===== config.mk =====
export PLATFORM = sky130hd
export DESIGN_NAME = run_controller_flat
export DESIGN_NICKNAME = d
export VERILOG_FILES = /design/src/rtl/run_controller_pkg.sv /design/src/rtl/run_controller_if.sv /design/src/rtl/run_controller_prog_pc_table.sv /design/src/rtl/run_controller.sv /design/src/flat_wrapper.sv
export SDC_FILE = /design/constraint.sdc
export NUM_CORES = 1
export LEC_CHECK = 0
export BUFFER_PORTS_ARGS = -buffer_cell sky130_fd_sc_hd__buf_2
export CAP_MARGIN = 20
export CELL_PAD_IN_SITES_DETAIL_PLACEMENT = 0
export CELL_PAD_IN_SITES_GLOBAL_PLACEMENT = 1
export CORE_UTILIZATION = 26
export DETAILED_ROUTE_END_ITERATION = 10
export PLACE_DENSITY = 0.55
export SLEW_MARGIN = 20
export SYNTH_ARGS = -nofsm -noshare
export SYNTH_HDL_FRONTEND = slang
export SYNTH_SLANG_ARGS = --single-unit

===== constraint.sdc =====
create_clock -name CLK -period 2.9 [get_ports CLK]
set_input_delay 0.435 -clock CLK [delete_from_list [all_inputs] [get_ports CLK]]
set_output_delay 0.435 -clock CLK [all_outputs]
set_load 0.02 [all_outputs]

===== src/rtl/run_controller_pkg.sv =====
// Shared types and default widths for the run controller and the CPU top level.
package run_ctrl_pkg;

  typedef enum logic [1:0] {
    IDLE = 2'd0,
    INIT = 2'd1,
    RUN  = 2'd2,
    DONE = 2'd3
  } run_state_e;

  localparam int DEF_NUM_PROGS = 4;
  localparam int IDX_W         = $clog2(DEF_NUM_PROGS);
  localparam int DEF_PC_W      = 8;
  localparam int DEF_CNT_W     = 16;

endpackage


===== src/rtl/run_controller_if.sv =====
// Host-side bus of the run controller: table config, run control, CPU hooks, status.
// Handshake: start is a level sampled only in IDLE/DONE, no ready; abort and cpu_halt are
// levels sampled only in RUN; status outputs are valid every cycle.
interface run_controller_if #(
  parameter int NUM_PROGS = 4,
  parameter int PC_W      = 8,
  parameter int CNT_W     = 16
);
  import run_ctrl_pkg::*;

  localparam int IW = $clog2(NUM_PROGS);

  logic             cfg_we;
  logic [IW-1:0]    cfg_idx;
  logic [PC_W-1:0]  cfg_pc;
  logic             start;
  logic [IW-1:0]    prog_sel;
  logic             abort;
  logic             cpu_halt;
  logic             cpu_init;
  logic [PC_W-1:0]  start_pc;
  logic             busy;
  logic             done;
  logic             timeout;
  logic [CNT_W-1:0] cycle_count;
  run_state_e       dbg_state;

  modport master (
    output cfg_we, cfg_idx, cfg_pc, start, prog_sel, abort, cpu_halt,
    input  cpu_init, start_pc, busy, done, timeout, cycle_count, dbg_state
  );

  modport slave (
    input  cfg_we, cfg_idx, cfg_pc, start, prog_sel, abort, cpu_halt,
    output cpu_init, start_pc, busy, done, timeout, cycle_count, dbg_state
  );

endinterface


===== src/rtl/run_controller_prog_pc_table.sv =====
// Start-PC register file: synchronous write, combinational read, cleared by reset.
module prog_pc_table #(
  parameter int NUM_PROGS = 4,
  parameter int PC_W      = 8,
  localparam int IW       = $clog2(NUM_PROGS)
) (
  input  logic            clk_i,
  input  logic            rst_i,
  input  logic            we_i,
  input  logic [IW-1:0]   waddr_i,
  input  logic [PC_W-1:0] wdata_i,
  input  logic [IW-1:0]   raddr_i,
  output logic [PC_W-1:0] rdata_o
);

  logic [PC_W-1:0] mem_q [NUM_PROGS];

  always_ff @(posedge clk_i) begin
    if (rst_i) begin
      for (int i = 0; i < NUM_PROGS; i++) mem_q[i] <= '0;
    end else if (we_i) begin
      mem_q[waddr_i] <= wdata_i;
    end
  end

  // Read sees the pre-write value, so a same-cycle write never leaks into a start.
  assign rdata_o = mem_q[raddr_i];

endmodule


===== src/rtl/run_controller.sv =====
// Holds the CPU in init, loads a start PC from the table, then counts RUN cycles until halt/timeout.
module run_controller
  import run_ctrl_pkg::*;
#(
  parameter int NUM_PROGS   = DEF_NUM_PROGS,
  parameter int PC_W        = DEF_PC_W,
  parameter int CNT_W       = DEF_CNT_W,
  parameter int INIT_CYCLES = 2,
  parameter int TIMEOUT     = 1000
) (
  input logic            CLK,
  input logic            init,
  run_controller_if.slave bus
);

  localparam int IC_W = (INIT_CYCLES > 1) ? $clog2(INIT_CYCLES) : 1;

  run_state_e       state_q;
  logic [PC_W-1:0]  start_pc_q;
  logic [CNT_W-1:0] cnt_q;
  logic [CNT_W-1:0] cnt_d;
  logic [IC_W-1:0]  init_cnt_q;
  logic             done_q;
  logic             timeout_q;
  logic [PC_W-1:0]  tbl_rdata;

  prog_pc_table #(
    .NUM_PROGS(NUM_PROGS),
    .PC_W     (PC_W)
  ) u_table (
    .clk_i  (CLK),
    .rst_i  (init),
    .we_i   (bus.cfg_we),
    .waddr_i(bus.cfg_idx),
    .wdata_i(bus.cfg_pc),
    .raddr_i(bus.prog_sel),
    .rdata_o(tbl_rdata)
  );

  // Saturating increment; the watchdog normally fires long before all-ones.
  assign cnt_d = (cnt_q == '1) ? cnt_q : cnt_q + 1'b1;

  always_ff @(posedge CLK) begin
    if (init) begin
      state_q    <= IDLE;
      start_pc_q <= '0;
      cnt_q      <= '0;
      init_cnt_q <= '0;
      done_q     <= 1'b0;
      timeout_q  <= 1'b0;
    end else begin
      case (state_q)
        IDLE, DONE: begin
          if (bus.start) begin
            start_pc_q <= tbl_rdata;
            cnt_q      <= '0;
            done_q     <= 1'b0;
            timeout_q  <= 1'b0;
            init_cnt_q <= IC_W'(INIT_CYCLES - 1);
            state_q    <= INIT;
          end
        end
        INIT: begin
          if (init_cnt_q == '0) state_q <= RUN;
          else                  init_cnt_q <= init_cnt_q - 1'b1;
        end
        RUN: begin
          cnt_q <= cnt_d;
          // abort beats halt, halt beats the watchdog in the same cycle
          if (bus.abort) begin
            state_q <= IDLE;
          end else if (bus.cpu_halt) begin
            state_q <= DONE;
            done_q  <= 1'b1;
          end else if (cnt_q == CNT_W'(TIMEOUT - 1)) begin
            state_q   <= DONE;
            done_q    <= 1'b1;
            timeout_q <= 1'b1;
          end
        end
        default: state_q <= IDLE;
      endcase
    end
  end

  assign bus.cpu_init    = (state_q != RUN);
  assign bus.busy        = (state_q == INIT) || (state_q == RUN);
  assign bus.start_pc    = start_pc_q;
  assign bus.done        = done_q;
  assign bus.timeout     = timeout_q;
  assign bus.cycle_count = cnt_q;
  assign bus.dbg_state   = state_q;

endmodule


===== src/flat_wrapper.sv =====
// flat-port wrapper written by rule: the top's interface ports become plain ports
module run_controller_flat import run_ctrl_pkg::*;
#(
  parameter int NUM_PROGS   = DEF_NUM_PROGS,
  parameter int PC_W        = DEF_PC_W,
  parameter int CNT_W       = DEF_CNT_W,
  parameter int INIT_CYCLES = 2,
  parameter int TIMEOUT     = 1000
)
  (CLK, init, bus_cfg_we, bus_cfg_idx, bus_cfg_pc, bus_start, bus_prog_sel, bus_abort, bus_cpu_halt, bus_cpu_init, bus_start_pc, bus_busy, bus_done, bus_timeout, bus_cycle_count, bus_dbg_state);
  run_controller_if #(.NUM_PROGS(NUM_PROGS), .PC_W(PC_W), .CNT_W(CNT_W)) bus_i ();
  input logic CLK;
  input logic init;
  input wire logic [$bits(bus_i.cfg_we)-1:0] bus_cfg_we;
  input wire logic [$bits(bus_i.cfg_idx)-1:0] bus_cfg_idx;
  input wire logic [$bits(bus_i.cfg_pc)-1:0] bus_cfg_pc;
  input wire logic [$bits(bus_i.start)-1:0] bus_start;
  input wire logic [$bits(bus_i.prog_sel)-1:0] bus_prog_sel;
  input wire logic [$bits(bus_i.abort)-1:0] bus_abort;
  input wire logic [$bits(bus_i.cpu_halt)-1:0] bus_cpu_halt;
  output wire logic [$bits(bus_i.cpu_init)-1:0] bus_cpu_init;
  output wire logic [$bits(bus_i.start_pc)-1:0] bus_start_pc;
  output wire logic [$bits(bus_i.busy)-1:0] bus_busy;
  output wire logic [$bits(bus_i.done)-1:0] bus_done;
  output wire logic [$bits(bus_i.timeout)-1:0] bus_timeout;
  output wire logic [$bits(bus_i.cycle_count)-1:0] bus_cycle_count;
  output wire logic [$bits(bus_i.dbg_state)-1:0] bus_dbg_state;
  assign bus_i.cfg_we = bus_cfg_we;
  assign bus_i.cfg_idx = bus_cfg_idx;
  assign bus_i.cfg_pc = bus_cfg_pc;
  assign bus_i.start = bus_start;
  assign bus_i.prog_sel = bus_prog_sel;
  assign bus_i.abort = bus_abort;
  assign bus_i.cpu_halt = bus_cpu_halt;
  assign bus_cpu_init = bus_i.cpu_init;
  assign bus_start_pc = bus_i.start_pc;
  assign bus_busy = bus_i.busy;
  assign bus_done = bus_i.done;
  assign bus_timeout = bus_i.timeout;
  assign bus_cycle_count = bus_i.cycle_count;
  assign bus_dbg_state = bus_i.dbg_state;
  run_controller #(.NUM_PROGS(NUM_PROGS), .PC_W(PC_W), .CNT_W(CNT_W), .INIT_CYCLES(INIT_CYCLES), .TIMEOUT(TIMEOUT)) u_core (.CLK(CLK), .init(init), .bus(bus_i));
endmodule

Yosys cells after proc, flatten, opt, wreduce, memory -nomap -nowiden --
Memories as Yosys holds them, arrays and structs flattened. A register that Yosys moved wholly into a read port is not among the register bits. Index checks and enable logic that the tools add are counted.
Storage, ports and cells: memories kept 1, flip-flop bits (word level) 21, memory bits (writable) 32
Operators by class: reduce and logical (&&, ||, !) cells 12, add/subtract/negate cells 2, mux-type cells 28, equality and inequality tests 14
Memories:
- u_core.u_table.mem_q | depth 4, bits a word 8, read ports 1, clocked after memory_dff 1, wr ports 4, RTL line run_controller_prog_pc_table.sv:16 | logic [PC_W-1:0] mem_q [NUM_PROGS];
Operators by type and width (number):
- 16-bit 2-to-1 mux | 2
- 16-bit case mux with 2 select lines | 1
- 16-bit by 1-bit adder with 16-bit output (second input constant) | 1
- 16-bit by 10-bit equality test with 1-bit output (second input constant) | 1
- 16-bit equality test (second input constant) | 1
- 1-bit 2-to-1 mux | 14
- 2-bit 2-to-1 mux | 6
- 2-bit != test (second input constant) | 6
- 8-bit 2-to-1 mux | 1
- 8-bit OR reduction | 1
- 1-bit case mux with 2 select lines | 3
- 2-bit case mux with 3 select lines | 1
- 3-bit AND reduction | 2
- 5-bit AND reduction | 1
- 2-bit equality test (second input constant) | 2
- 4-bit by 3-bit != test with 1-bit output (second input constant) | 1
- 2-bit AND reduction | 2
- 4-bit AND reduction | 1
- 2-bit nonzero test | 2
- 3-bit by 2-bit != test with 1-bit output (second input constant) | 1
- 2-bit by 1-bit equality test with 1-bit output (second input constant) | 1
- 2-bit zero test | 1
- 2-bit by 1-bit != test with 1-bit output (second input constant) | 1
- 2-bit OR reduction | 1
- 2 further kinds | 2

Longest topological paths before layout --
depth in word-level cells 5, gate-level depth with buffers 8

Cells and area by module --
Synthesis repeated with hierarchy kept, for this count alone.
Unflattened totals: cell total of the unflattened synthesis 271, area, all modules 2940.3 µm²
Modules (own cells, without submodules):
- run_controller | area each 1482.7 µm², cells each 186, times used 1
- prog_pc_table | area each 1457.6 µm², cells each 85, times used 1

Least setup slack after synthesis --
No wires, ideal clock.
path type register to register, start register u_core.state_q[0] (netlist: u_core.bus.dbg_state[0]), end register u_core.cnt_q[11] (netlist: u_core.bus.cycle_count[11]), path slack 500 ps, setup time 123 ps, arrival time 2277 ps, cell stages (with the launch flop) 8, period minus slack after synthesis 2400 ps, cell sequence dfxtp_1 inv_1 ha_1 buf_4 mux2i_2 or4_1 a211oi_2 mux2_1
Between the ends: longest elaborated chain between the ends 4, elaborated cells between the ends (all ways) 9
Ends and longest elaborated chain:
- from (decl) | RTL line run_controller.sv:18 | run_state_e state_q;
- from (signal assigned) | RTL line run_controller.sv:45 | state_q <= IDLE;
- from (signal assigned) | RTL line run_controller.sv:60 | state_q <= INIT;
- from (signal assigned) | RTL line run_controller.sv:64 | if (init_cnt_q == '0) state_q <= RUN;
- 2-bit equality test / 2-bit zero test (equally long branches) | RTL line run_controller.sv:52 | case (state_q)
- 2-bit OR reduction | RTL line run_controller.sv:52
- 2-bit != test (no line) / 2-bit nonzero test (equally long branches)
- 3-bit AND reduction (no line)
- to (signal assigned) | RTL line run_controller.sv:68 | cnt_q <= cnt_d;
- to (decl) | RTL line run_controller.sv:20 | logic [CNT_W-1:0] cnt_q;
Several ways; a longest one is shown, not always the timed one. A chain may end at the register's enable or synchronous reset.

Final worst setup path --
Same ends and word-level chain as after synthesis.

==> results.sh <==
export IMPL_outcome="finished clean"
export IMPL_async_flop_share=0
export IMPL_final_setup_skew_ns=0.00541
export IMPL_regArea_um2=1540
export IMPL_path_cells="inv_1, ha_1, mux2i_2, or4_1, a211oi_2, mux2_1"
export IMPL_worst_pin_slew_ns=0.978
export IMPL_period_needed_ns=2.34
export IMPL_n_fill_cell=1175
export IMPL_hold_viol_final=0
export IMPL_core_um2=11500
export IMPL_routed_wl_um=7540
export IMPL_synth_avg_cell_area_um2=10.6
export IMPL_cts_max_level=3
export IMPL_synth_area_leaders="edfxtp_1 (31%), dfxtp_1 (19%), and2_1 (7.2%)"
export IMPL_drive_above_1_share=0.266
export IMPL_grt_overflow=0
export IMPL_ctsResizeCount=0
export IMPL_required_ns=3.11
export IMPL_die_h_um=110
export IMPL_fin_nets=359
export IMPL_antenna_found_initial=0
export IMPL_rsz0062_at_grt="false"
export IMPL_syn_num_nets=310
export IMPL_slew_viol_final=0
export IMPL_startpoint_type="flip-flop"
export IMPL_min_path_type="input pin to flip-flop"
export IMPL_synth_top_area_share=0.314
export IMPL_cts_buffers=9
export IMPL_yosys_area_top_type="edfxtp_1"
export IMPL_grt_usage=0.131
export IMPL_via_per_inst=4.72
export IMPL_ys_seq_elements=61
export IMPL_clock_sinks=61
export IMPL_clk_latency_ns=0.32
export IMPL_fmax_mhz=428
export IMPL_clkTransAtPathRegs_ns=0.06
export IMPL_diodes=0
export IMPL_p_per_area_nw_per_um2=665
export IMPL_num_rows=39
export IMPL_synth_common_cells="nand2_1 (36), and2_1 (35), edfxtp_1 (32)"
export IMPL_yosys_warnings=0
export IMPL_dp_hpwl_um=5320
export IMPL_grt_first_pass_wirelength_um=12500
export IMPL_setup_viol=0
export IMPL_drt_pass1_iter_count=4
export IMPL_drc=0
export IMPL_final_period_utilization=0.806
export IMPL_yosys_most_used_dff="edfxtp_1"
export IMPL_drt_initial_drc_count=105
export IMPL_end_kind="flip-flop"
export IMPL_synth_edf_count=32
export IMPL_area_growth_pct=23.1
export IMPL_setup_worst_path_class="flip-flop to flip-flop"
export IMPL_grt_max_degree=30
export IMPL_vias=2289
export IMPL_synth_seq_area_share=0.504
export IMPL_cts_hold_buf=0
export IMPL_clockBufferDepth=2
export IMPL_cp_top_family="multiplexers"
export IMPL_fin_setup_tns_ns=0
export IMPL_cts_setup_buffers=0
export IMPL_ys_types=58
export IMPL_slowest_stage="or4_1"
export IMPL_wl_per_cell_um=15.6
export IMPL_syn_cell_area_um2=3060
export IMPL_timing_hold_ws_ns=0.419
export IMPL_cts_root_buf="clkbuf_16"
export IMPL_io_buffer_count=47
export IMPL_slowest_delay_ns=0.55
export IMPL_ant_nets=0
export IMPL_relSlewSlack=0.343
export IMPL_crit_arrival_ns=2.54
export IMPL_synthCells=288
export IMPL_io_pins=48
export IMPL_drv_cap=0
export IMPL_place_congestion=0.766
export IMPL_multi_input_area_um2=1400
export IMPL_start_util=0.267
export IMPL_power_leakage_uw=0.00140
export IMPL_cts_tree="built"
export IMPL_grt_pass1_vias=2259
export IMPL_die_w_um=110
export IMPL_crit_fanout=9
export IMPL_cp_num_buf_inv=1
export IMPL_yosys_cell_count_top_type="nand2_1"
export IMPL_dieArea_um2=12200
export IMPL_peakVddDrop_mv=0.355
## layout make-up
class	count	area share
Timing Repair Buffer	51	0.0704
Sequential cell	61	0.409
Clock inverter	7	0.0262
Clock buffer	9	0.0598
Tap cell	143	0.0475
Multi-Input combinational cell	198	0.371
Inverter	16	0.0159
## routing by layer
layer | routed length, µm | share of wire | global-route usage
met5 | 0 | 0 | 0
met4 | 95 | 0.013 | 0.0507
met3 | 253 | 0.034 | 0.0324
met2 | 3320 | 0.44 | 0.197
met1 | 3870 | 0.51 | 0.179
## metrics by stage
step | power [µW] | instances | worst slack (ns) | cell area (µm²) | util
after floorplan | 1260 | 288 | 0.500 | 3060 | -
after global placement | 1370 | 469 | 0.655 | 3440 | 0.300
after detailed placement | 1380 | 469 | 0.569 | 3440 | 0.300
after CTS | 2550 | 485 | 0.555 | 3770 | 0.329
after global routing | 2620 | 485 | 0.463 | 3770 | 0.329
final | 2510 | 485 | 0.563 | 3770 | 0.329
## power by group
part / switching (µW) / internal (µW) / total, µW
Combinational: 228 / 130 / 358
Sequential: 24.6 / 969 / 994
Clock: 399 / 756 / 1150
## cell families (layout without fill, tap and decap cells)
logic type / Yosys count / after routing / share of synthesized area
simple gates: 132 / 132 / 0.242
flops: 61 / 61 / 0.504
compound gates: 45 / 45 / 0.107
buf+inv: 29 / 83 / 0.0397
mux: 17 / 17 / 0.0908
fa+ha+maj: 4 / 4 / 0.0164
## state kept, by name (all words and copies together), names as in the netlist
signal,count
u_core.u_table.mem_q,32
u_core.bus.cycle_count,16
u_core.bus.start_pc,8
u_core.bus.dbg_state,2
u_core.bus.done,1
u_core.bus.timeout,1
u_core.init_cnt_q,1
## cell usage in the layout (no fill, tap or decap), types with 2 or more instances in the layout
cell,synthesis,routed
buf_2,1,47
nand2_1,36,36
and2_1,35,35
edfxtp_1,32,32
dfxtp_1,29,29
inv_1,16,16
a21oi_1,13,13
nand3_1,12,12
nor2_1,9,9
clkbuf_16,0,9
mux4_2,8,8
nor3_1,6,6
nand4_1,6,6
a31oi_1,5,5
mux2i_1,5,5
ha_1,4,4
buf_4,1,4
or2_2,3,3
o21ai_0,3,3
or4_1,3,3
nor4_1,3,3
and3_1,3,3
o32ai_1,3,3
nand2b_1,3,3
nor2b_1,2,2
mux2_2,2,2
o31a_1,2,2
o311ai_1,2,2
a211oi_1,2,2
a41oi_1,2,2
clkinv_4,0,2
bufinv_16,0,2
## worst paths after layout
| kind | start | slack, ns | cells past startpoint | to |
|---|---|---|---|---|
| worst max-delay path | u_core.bus.dbg_state[0]$_SDFFE_PP0P_ | 0.56 | 6 | u_core.bus.cycle_count[11]$_SDFFE_PP0P_ |
| worst min-delay path | bus_cfg_pc[2] | 0.42 | 2 | u_core.u_table.mem_q[3][2]$_DFFE_PP_ |
| worst max register to register | u_core.bus.dbg_state[0]$_SDFFE_PP0P_ | 0.56 | 6 | u_core.bus.cycle_count[11]$_SDFFE_PP0P_ |
| worst min register to register | u_core.bus.done$_SDFFE_PP0P_ | 0.44 | 2 | u_core.bus.done$_SDFFE_PP0P_ |
No activity file was read; power rests on OpenSTA's default activity.
